### src/rtl/if_pkg.sv
// Shared types and constants for the instruction-fetch stage.
package if_pkg;

  // Fetch FSM: normal issue, or waiting out a request made stale by a redirect
  typedef enum logic [0:0] {
    FETCH = 1'b0,
    DRAIN = 1'b1
  } if_state_t;

  localparam logic [31:0] PC_STEP          = 32'd4;
  localparam logic [31:0] DEFAULT_RESET_PC = 32'h0000_0000;

  // One fetched word together with the address that follows it
  typedef struct packed {
    logic [31:0] pc_next;
    logic [31:0] instruction;
  } fetch_entry_t;

endpackage

### src/rtl/fetch_buffer.sv
// Two-entry in-order fetch buffer: an output slot feeding id_stage plus a
// skid slot that catches the word returning while the output slot is held.
// Handshake: push writes one entry this cycle; pop consumes the output slot
// this cycle; clear empties both slots and wins over push and pop. The owner
// must never push while the skid slot is full and not being drained.
module fetch_buffer
  import if_pkg::*;
(
  input  logic         clk,
  input  logic         reset,
  input  logic         push,
  input  fetch_entry_t push_entry,
  input  logic         pop,
  input  logic         clear,
  output logic         out_valid,
  output logic         skid_valid,
  output fetch_entry_t out_entry
);

  fetch_entry_t skid_entry;

  // Slot update: output slot refills from skid first, then from the new word
  always_ff @(posedge clk or negedge reset) begin
    if (!reset) begin
      out_valid  <= 1'b0;
      skid_valid <= 1'b0;
      out_entry  <= '0;
      skid_entry <= '0;
    end else if (clear) begin
      out_valid  <= 1'b0;
      skid_valid <= 1'b0;
    end else if (pop || !out_valid) begin
      if (skid_valid) begin
        out_entry  <= skid_entry;
        out_valid  <= 1'b1;
        skid_valid <= push;
        if (push) skid_entry <= push_entry;
      end else begin
        out_valid <= push;
        if (push) out_entry <= push_entry;
      end
    end else if (push) begin
      skid_entry <= push_entry;
      skid_valid <= 1'b1;
    end
  end

endmodule

### src/rtl/if_stage.sv
// Instruction-fetch stage: owns the PC, issues word reads over imem_req /
// imem_ack and feeds id_stage through a two-entry fetch buffer.
// Memory handshake: imem_req with imem_addr is held stable until imem_ack;
// a word is taken only in a cycle where imem_req and imem_ack are both high.
// Optional feature macro: IF_MISALIGN_EXC_EN (misaligned redirect raises
// exc_adel and halts fetching; without it redirect_pc[1:0] is ignored).
module if_stage
  import if_pkg::*;
#(
  parameter logic [31:0] RESET_PC = DEFAULT_RESET_PC
) (
  input  logic        clk,
  input  logic        reset,
  input  logic        stall,
  input  logic        redirect,
  input  logic [31:0] redirect_pc,
  output logic        imem_req,
  output logic [31:0] imem_addr,
  input  logic        imem_ack,
  input  logic [31:0] imem_rdata,
  output logic [31:0] instruction,
  output logic [31:0] pc_next,
  output logic        id_we,
  output logic        id_flush,
`ifdef IF_MISALIGN_EXC_EN
  output logic        exc_adel,
`endif
  output if_state_t   state_dbg
);

  if_state_t    state;
  logic [31:0]  pc;
  logic [31:0]  target;
  logic [31:0]  redir_pc_eff;
  logic         misalign;
  logic         fetch_halt;
  logic         accept;
  logic         pop;
  logic         push;
  logic         out_valid;
  logic         skid_valid;
  fetch_entry_t push_entry;
  fetch_entry_t out_entry;

`ifdef IF_MISALIGN_EXC_EN
  assign redir_pc_eff = redirect_pc;
  assign misalign     = redirect && (redirect_pc[1:0] != 2'b00);
  assign fetch_halt   = exc_adel;

  // Sticky address-error flag, cleared only by reset
  always_ff @(posedge clk or negedge reset) begin
    if (!reset) exc_adel <= 1'b0;
    else if (misalign) exc_adel <= 1'b1;
  end
`else
  logic unused_rpc_bits;
  assign unused_rpc_bits = ^redirect_pc[1:0];
  assign redir_pc_eff    = {redirect_pc[31:2], 2'b00};
  assign misalign        = 1'b0;
  assign fetch_halt      = 1'b0;
`endif

  // A stale request in DRAIN must stay up; otherwise stop when skid is full
  assign imem_req  = !fetch_halt && ((state == DRAIN) || !skid_valid);
  assign imem_addr = pc;
  assign accept    = imem_req && imem_ack;
  assign pop       = out_valid && !stall;
  assign push      = (state == FETCH) && accept && !redirect;

  assign push_entry.pc_next     = pc + PC_STEP;
  assign push_entry.instruction = imem_rdata;

  assign instruction = out_entry.instruction;
  assign pc_next     = out_entry.pc_next;
  assign id_we       = out_valid && !stall && !redirect && !fetch_halt;
  assign id_flush    = fetch_halt || redirect || (!out_valid && !stall);
  assign state_dbg   = state;

  fetch_buffer u_fetch_buffer (
    .clk        (clk),
    .reset      (reset),
    .push       (push),
    .push_entry (push_entry),
    .pop        (pop),
    .clear      (redirect),
    .out_valid  (out_valid),
    .skid_valid (skid_valid),
    .out_entry  (out_entry)
  );

  // PC / redirect FSM: the PC only moves once the word for it has returned
  always_ff @(posedge clk or negedge reset) begin
    if (!reset) begin
      state  <= FETCH;
      pc     <= RESET_PC;
      target <= '0;
    end else if (misalign) begin
      pc    <= redirect_pc;
      state <= FETCH;
    end else if (state == FETCH) begin
      if (redirect) begin
        if (imem_req && !imem_ack) begin
          // keep the address on the bus until the stale word comes back
          target <= redir_pc_eff;
          state  <= DRAIN;
        end else begin
          pc <= redir_pc_eff;
        end
      end else if (accept) begin
        pc <= pc + PC_STEP;
      end
    end else begin
      if (redirect) target <= redir_pc_eff;
      if (imem_ack) begin
        pc    <= redirect ? redir_pc_eff : target;
        state <= FETCH;
      end
    end
  end

endmodule

### config.mk
export PLATFORM = sky130hd
export DESIGN_NAME = if_stage
export DESIGN_NICKNAME = d
export VERILOG_FILES = /design/src/rtl/if_pkg.sv /design/src/rtl/fetch_buffer.sv /design/src/rtl/if_stage.sv
export SDC_FILE = /design/constraint.sdc
export NUM_CORES = 1
export LEC_CHECK = 0
export ABC_AREA = 1
export CAP_MARGIN = 20
export CORE_ASPECT_RATIO = 0.5
export CORE_MARGIN = 2
export CORE_UTILIZATION = 50
export DETAILED_ROUTE_END_ITERATION = 7
export MAX_ROUTING_LAYER = met4
export PLACE_DENSITY = 0.77
export SKIP_LAST_GASP = 1
export SLEW_MARGIN = 10
export SYNTH_ARGS = -nofsm -noshare
export SYNTH_HDL_FRONTEND = slang
export SYNTH_SLANG_ARGS = --single-unit
### constraint.sdc
create_clock -name clk -period 2 [get_ports clk]
set_input_delay 0.4 -clock clk [delete_from_list [all_inputs] [get_ports clk]]
set_output_delay 0.4 -clock clk [all_outputs]
set_load 0.01 [all_outputs]
Yosys cells after proc, flatten, opt, wreduce, memory -nomap -nowiden. Cells that the tools add are included.

Word-level logic and storage cells: 65. Memories kept: 0. Bits in latches: 0. Input bits: 69. Output and inout port bits: 100. Memory bits (writable): 0. Flip-flop bits (word level): 195. Bits in read-only memories: 0.

Shift operators: 0. Div/mod/pow operators: 0. Bitwise gates (word level): 2. Mux-type cells: 25. Reduce and logical (&&, ||, !) cells: 25. $mul: 0. $add $sub $neg: 1. $lt $le $gt $ge: 0. Equal/unequal tests: 3.

Operators with widths (count): 64-bit two-way mux (5); 32-bit two-way mux (9); 32-bit by 3-bit adder with 32-bit output, second input constant (1); 1-bit two-way mux (11); 2-bit nonzero test (4); 1-bit logical AND (7); 3-bit AND reduction (2); 3-bit nonzero test (2); 1-bit logical NOT (5); 2-bit AND reduction (2); 1-bit logical OR (3); 3-bit != test, second input constant (1); 2-bit by 1-bit != test with 1-bit output, second input constant (1); 2-bit != test, second input constant (1); 1-bit NOT (2).

Logic depth before layout (Yosys ltp).
Depth after elaboration: 8. Mapped depth: 11. Mapped depth without buffers: 11.

By module. Synthesis repeated with hierarchy kept, for this count alone.

Cell total of the unflattened synthesis: 1347. Area, all modules: 9870.7 um^2.

Modules (own cells, without submodules): fetch_buffer (seq. area each 3253.1 um^2, area each 5916.9 um^2, cells an instance 776, instances 1); if_stage (seq. area each 1626.6 um^2, area each 3953.8 um^2, cells an instance 571, instances 1).

Worst setup path after synthesis. Ideal clock, no wire load.

Kind: register -> register. From: register pc[2], in the netlist imem_addr[2]. To: register u_fetch_buffer.out_entry[62] (netlist name). Data required time: 1877 ps. Period minus slack after synthesis: 1643 ps. Buffers on the path: 0. Arrival time: 1520 ps. Stages on the path, launching flop included: 11. Slack: 357 ps. Setup time: 123 ps. Path through: dfrtp_1 > ha_1 > nand2_1 > nor2_2 > nand2_2 > nor2_1 > nand2_1 > nand2_1 > nand2_1 > o21ai_0 > nand2_1.

Cells in the longest elaborated chain, start to end: 3.

RTL lines: start: declaration (RTL line if_stage.sv:32) `logic [31:0] pc;`; start signal: assignment (RTL line if_stage.sv:98) `pc <= redirect_pc;`; start signal: assignment (RTL line if_stage.sv:107) `pc <= redir_pc_eff;`; start signal: assignment (RTL line if_stage.sv:110) `pc <= pc + PC_STEP;`; 32-bit by 3-bit adder with 32-bit output (RTL line if_stage.sv:70) `assign push_entry.pc_next = pc + PC_STEP;`; 64-bit two-way mux (RTL line fetch_buffer.sv:40) `if (push) out_entry <= push_entry;`; 64-bit two-way mux (RTL line fetch_buffer.sv:33) `if (skid_valid) begin`.

Every way passes these cells. The select of a mux whose other input is x is not followed. A chain may end at the register's enable or synchronous reset.

Final worst setup path.
From: register pc[2], in the netlist imem_addr[2]. To: register pc[15], in the netlist imem_addr[15].

Cells in the longest elaborated chain, start to end: 4.

RTL lines: 32-bit by 3-bit adder with 32-bit output (RTL line if_stage.sv:110); 32-bit two-way mux (RTL line if_stage.sv:109) `end else if (accept) begin`; 32-bit two-way mux (RTL line if_stage.sv:101) `if (redirect) begin`; 32-bit two-way mux (RTL line if_stage.sv:100) `end else if (state == FETCH) begin`.

Every way passes these cells. The select of a mux whose other input is x is not followed.

==> results.md <==
* Starting density of the core at 50.53%
* Share of layout cells above drive strength 1 at 7.106%
* Final Hold Fails at 0
* Min Tclk post-route at 1.968 ns
* Ant diodes at 0
* Ports at between 150 and 200
* Ys Warns at 0
* Clock tree buffer depth at 2
* Mapped Area at about 9000 sq um
* Final ANT Viol Nets at 0
* Cells after Synth at 1190
* Unrepaired setup endpoints after global routing: yes
* Pwr dens at just under 1000 nW/um^2
* Yosys reg bits at 195
* Crit path DAT at approximately 2.3 ns
* Worst vdd ir at 0.6483 mV
* DR vias at between 8k and 9k
* Total CTS buffers at 17
* Initial antenna violation count at 0
* Critical Path Start: imem_addr[2]
* Total grt overflow at 0
* First-pass GRT wire length at 40.27 mm
* Endpoints failing setup at 0
* DP HPWL at 17.35 mm
* Worst hold slack at ~0.47 ns
* CTS tree: done
* Status: finished clean
* Post-route clock period utilization at 98.40%
* Root Driver: clkbuf_16
* Reg clk slew, reported paths at 0.07 ns
* Placed Cells at between 1.5k and 2k
* Max Freq at roughly 0.5 GHz
* Area Overhead vs Synth at 29.92%
* Fill count at roughly 1.5k
* Total core area at approximately 18000 sq um
* WL/cell at roughly 15 microns
* Critical Path RT at 2.34 ns
* Area of the multi-input gates at roughly 3700 sq um
* Slew HR at between 60% and 70%
* Drt initial violations at 680
* Worst-margin pin slew at between 0.5 and 0.6 ns
* DR pass1 iterations at 5
* Die extent in y at approximately 100 microns
* Mean Syn Cell Area at 7.735 sq um
* Die ar. at 19580 sq um
* Max_cap viols at 0
* Finished Layout Cells at 1605
* Total power at 11.49 mW
* Worst skew pair latency at 0.43 ns
* Worst Skew at 0.01047 ns
* Sequential area share after synthesis at 53.01%
* Die Wd at about 200 microns
* Worst Setup End Kind: register
* Routability cong. at 0.9169
* Total GRT Usage at 26.69%
* Hold path start: u_fetch_buffer.skid_entry[40]
* Leak at 5.841 nW
* R2r startpoint: imem_addr[2]
* CP max FO at 6
* CP startpoint kind: register
* Hold Path Class: register to register
* DRC viols at 0
* IO Port Bufs at 166
* Final layout net count at 1423
* Pin count of the biggest net entering global routing at 100
* Vias in the first global route at 7997
* Syn Nets at 1260
* Via/cell ratio at 5.187
* R2R setup slack at 0.03 ns
* Critical path type: register to register
* Site Rows at 35
* Post-synthesis cell type count at 27
* # clock sinks at approximately 200
* CTS HTree Levels at 4
* Final Max Slew Viols at 0
* FF+latch area at 4882 sq um
* DRT Wirelength at around 24 mm
## cells in the final DEF, fill, tap and decap left out, types with 3 or more instances in the layout
| master | Yosys | final |
|---|---|---|
| nor2_1 | 117 | 116 |
| nand3b_1 | 3 | 3 |
| dfrtp_1 | 195 | 193 |
| o21ai_1 | 30 | 30 |
| nand2_1 | 402 | 402 |
| a21oi_1 | 37 | 37 |
| inv_6 | 0 | 5 |
| mux2_2 | 6 | 6 |
| xor2_1 | 9 | 8 |
| buf_4 | 3 | 28 |
| inv_2 | 4 | 5 |
| nor2_4 | 3 | 3 |
| clkinvlp_4 | 0 | 4 |
| clkdlybuf4s50_1 | 0 | 163 |
| xnor2_1 | 4 | 4 |
| nand3_1 | 24 | 23 |
| buf_12 | 0 | 13 |
| inv_1 | 98 | 97 |
| nor2_2 | 2 | 3 |
| o21ai_0 | 181 | 180 |
| clkbuf_16 | 0 | 17 |
## layer usage
layer	track usage [%]	routed length, microns
met2	41.36	11130
met1	37.76	11720
met3	3.831	1285
met4	6.002	202
met5	-	0
## cell usage after synthesis (all sizes together)
cell type | n | area share [%]
clkbuf | 34 | 1.4
mux2 | 6 | 0.73
a22oi | 2 | 0.16
nor2 | 122 | 5.3
nand4 | 1 | 0.068
nand3 | 24 | 1.3
xnor2 | 4 | 0.38
o21ai | 211 | 11
inv | 102 | 4.2
ha | 1 | 0.14
dfrtp | 195 | 53
nand3b | 3 | 0.24
and2 | 2 | 0.14
nand2 | 403 | 16
o21bai | 1 | 0.082
a21oi | 37 | 2.0
o221ai | 2 | 0.19
xor2 | 9 | 0.86
nor4 | 1 | 0.23
buf | 30 | 1.7
## state kept, by name (all words and copies together) (netlist names)
| name | cells |
|---|---|
| target | 32 |
| state_dbg | 1 |
| u_fetch_buffer.skid_valid | 1 |
| imem_addr | 32 |
| u_fetch_buffer.out_entry | 64 |
| u_fetch_buffer.skid_entry | 64 |
| u_fetch_buffer.out_valid | 1 |
## layout make-up
class | instances | share of cell area [%]
clock buffer | 18 | 3.589
sequential | 195 | 40.82
timing repair buffer | 208 | 17.92
inverter | 102 | 3.201
tap | 240 | 2.511
clock inverter | 13 | 1.046
multi-input combinational | 829 | 30.91
## stage by stage
step / utilization, % / TNS (ns) / instance area [sq um] / setup slack [ns]
CTS: 65.54 / -0.008202 / 11940 / -0.008202
floorplan: - / 0 / 9205 / 0.3565
detailed placement: 62.45 / -5.258 / 11380 / -0.1268
finish: 65.65 / 0 / 11960 / 0.03199
global placement: 62.45 / -0.9590 / 11380 / -0.1111
global route: 65.65 / -0.03376 / 11960 / -0.03001
## report_power, final
| group | internal, mW | switching [mW] | leakage, nW |
|---|---|---|---|
| Combinational | 1.40 | 1.45 | 3.16 |
| Sequential | 4.77 | 0.577 | 2.42 |
| Clock | 1.74 | 1.56 | 0.262 |
## critical path, stage by stage, from the launching register on
cell     delay, ns
dfrtp_1       0.36
buf_4         0.17
inv_1         0.06
nor2_1        0.22
nand2_1       0.14
nor2_1        0.22
xor2_1        0.40
nand2_1       0.13
a21oi_1       0.18
## path summary, 6_finish.rpt
check / to / cells after the start
worst max-delay path: imem_addr[15] / 8
min in group asynchronous: imem_addr[10] / 2
worst min-delay path: u_fetch_buffer.skid_entry[40] / 2
max in group asynchronous: u_fetch_buffer.skid_entry[42] / 3
worst min register to register: u_fetch_buffer.skid_entry[40] / 2
worst max register to register: imem_addr[15] / 8
## cell families (layout without fill, tap and decap cells)
logic type      after synthesis  in the layout  share of synthesized area [%]
mux                           6              6                         0.7339
simple gates                556            556                          23.72
flops                       195            195                          53.01
buf+inv                     166            341                          7.245
compound gates              253            253                          13.92
fa+ha+maj                     1              1                         0.1359
xor+xnor                     13             13                          1.237
## timing repair
action                                  CTS  global route
resized for setup                         4             3
pin swaps                                 0             0
buffers inserted                          0             1
hold buffers                              1             0
endpoints found under the setup margin    4             4
cloned                                    0             0
endpoints found under the hold margin    52             0
No activity file was read; power rests on OpenSTA's default activity.
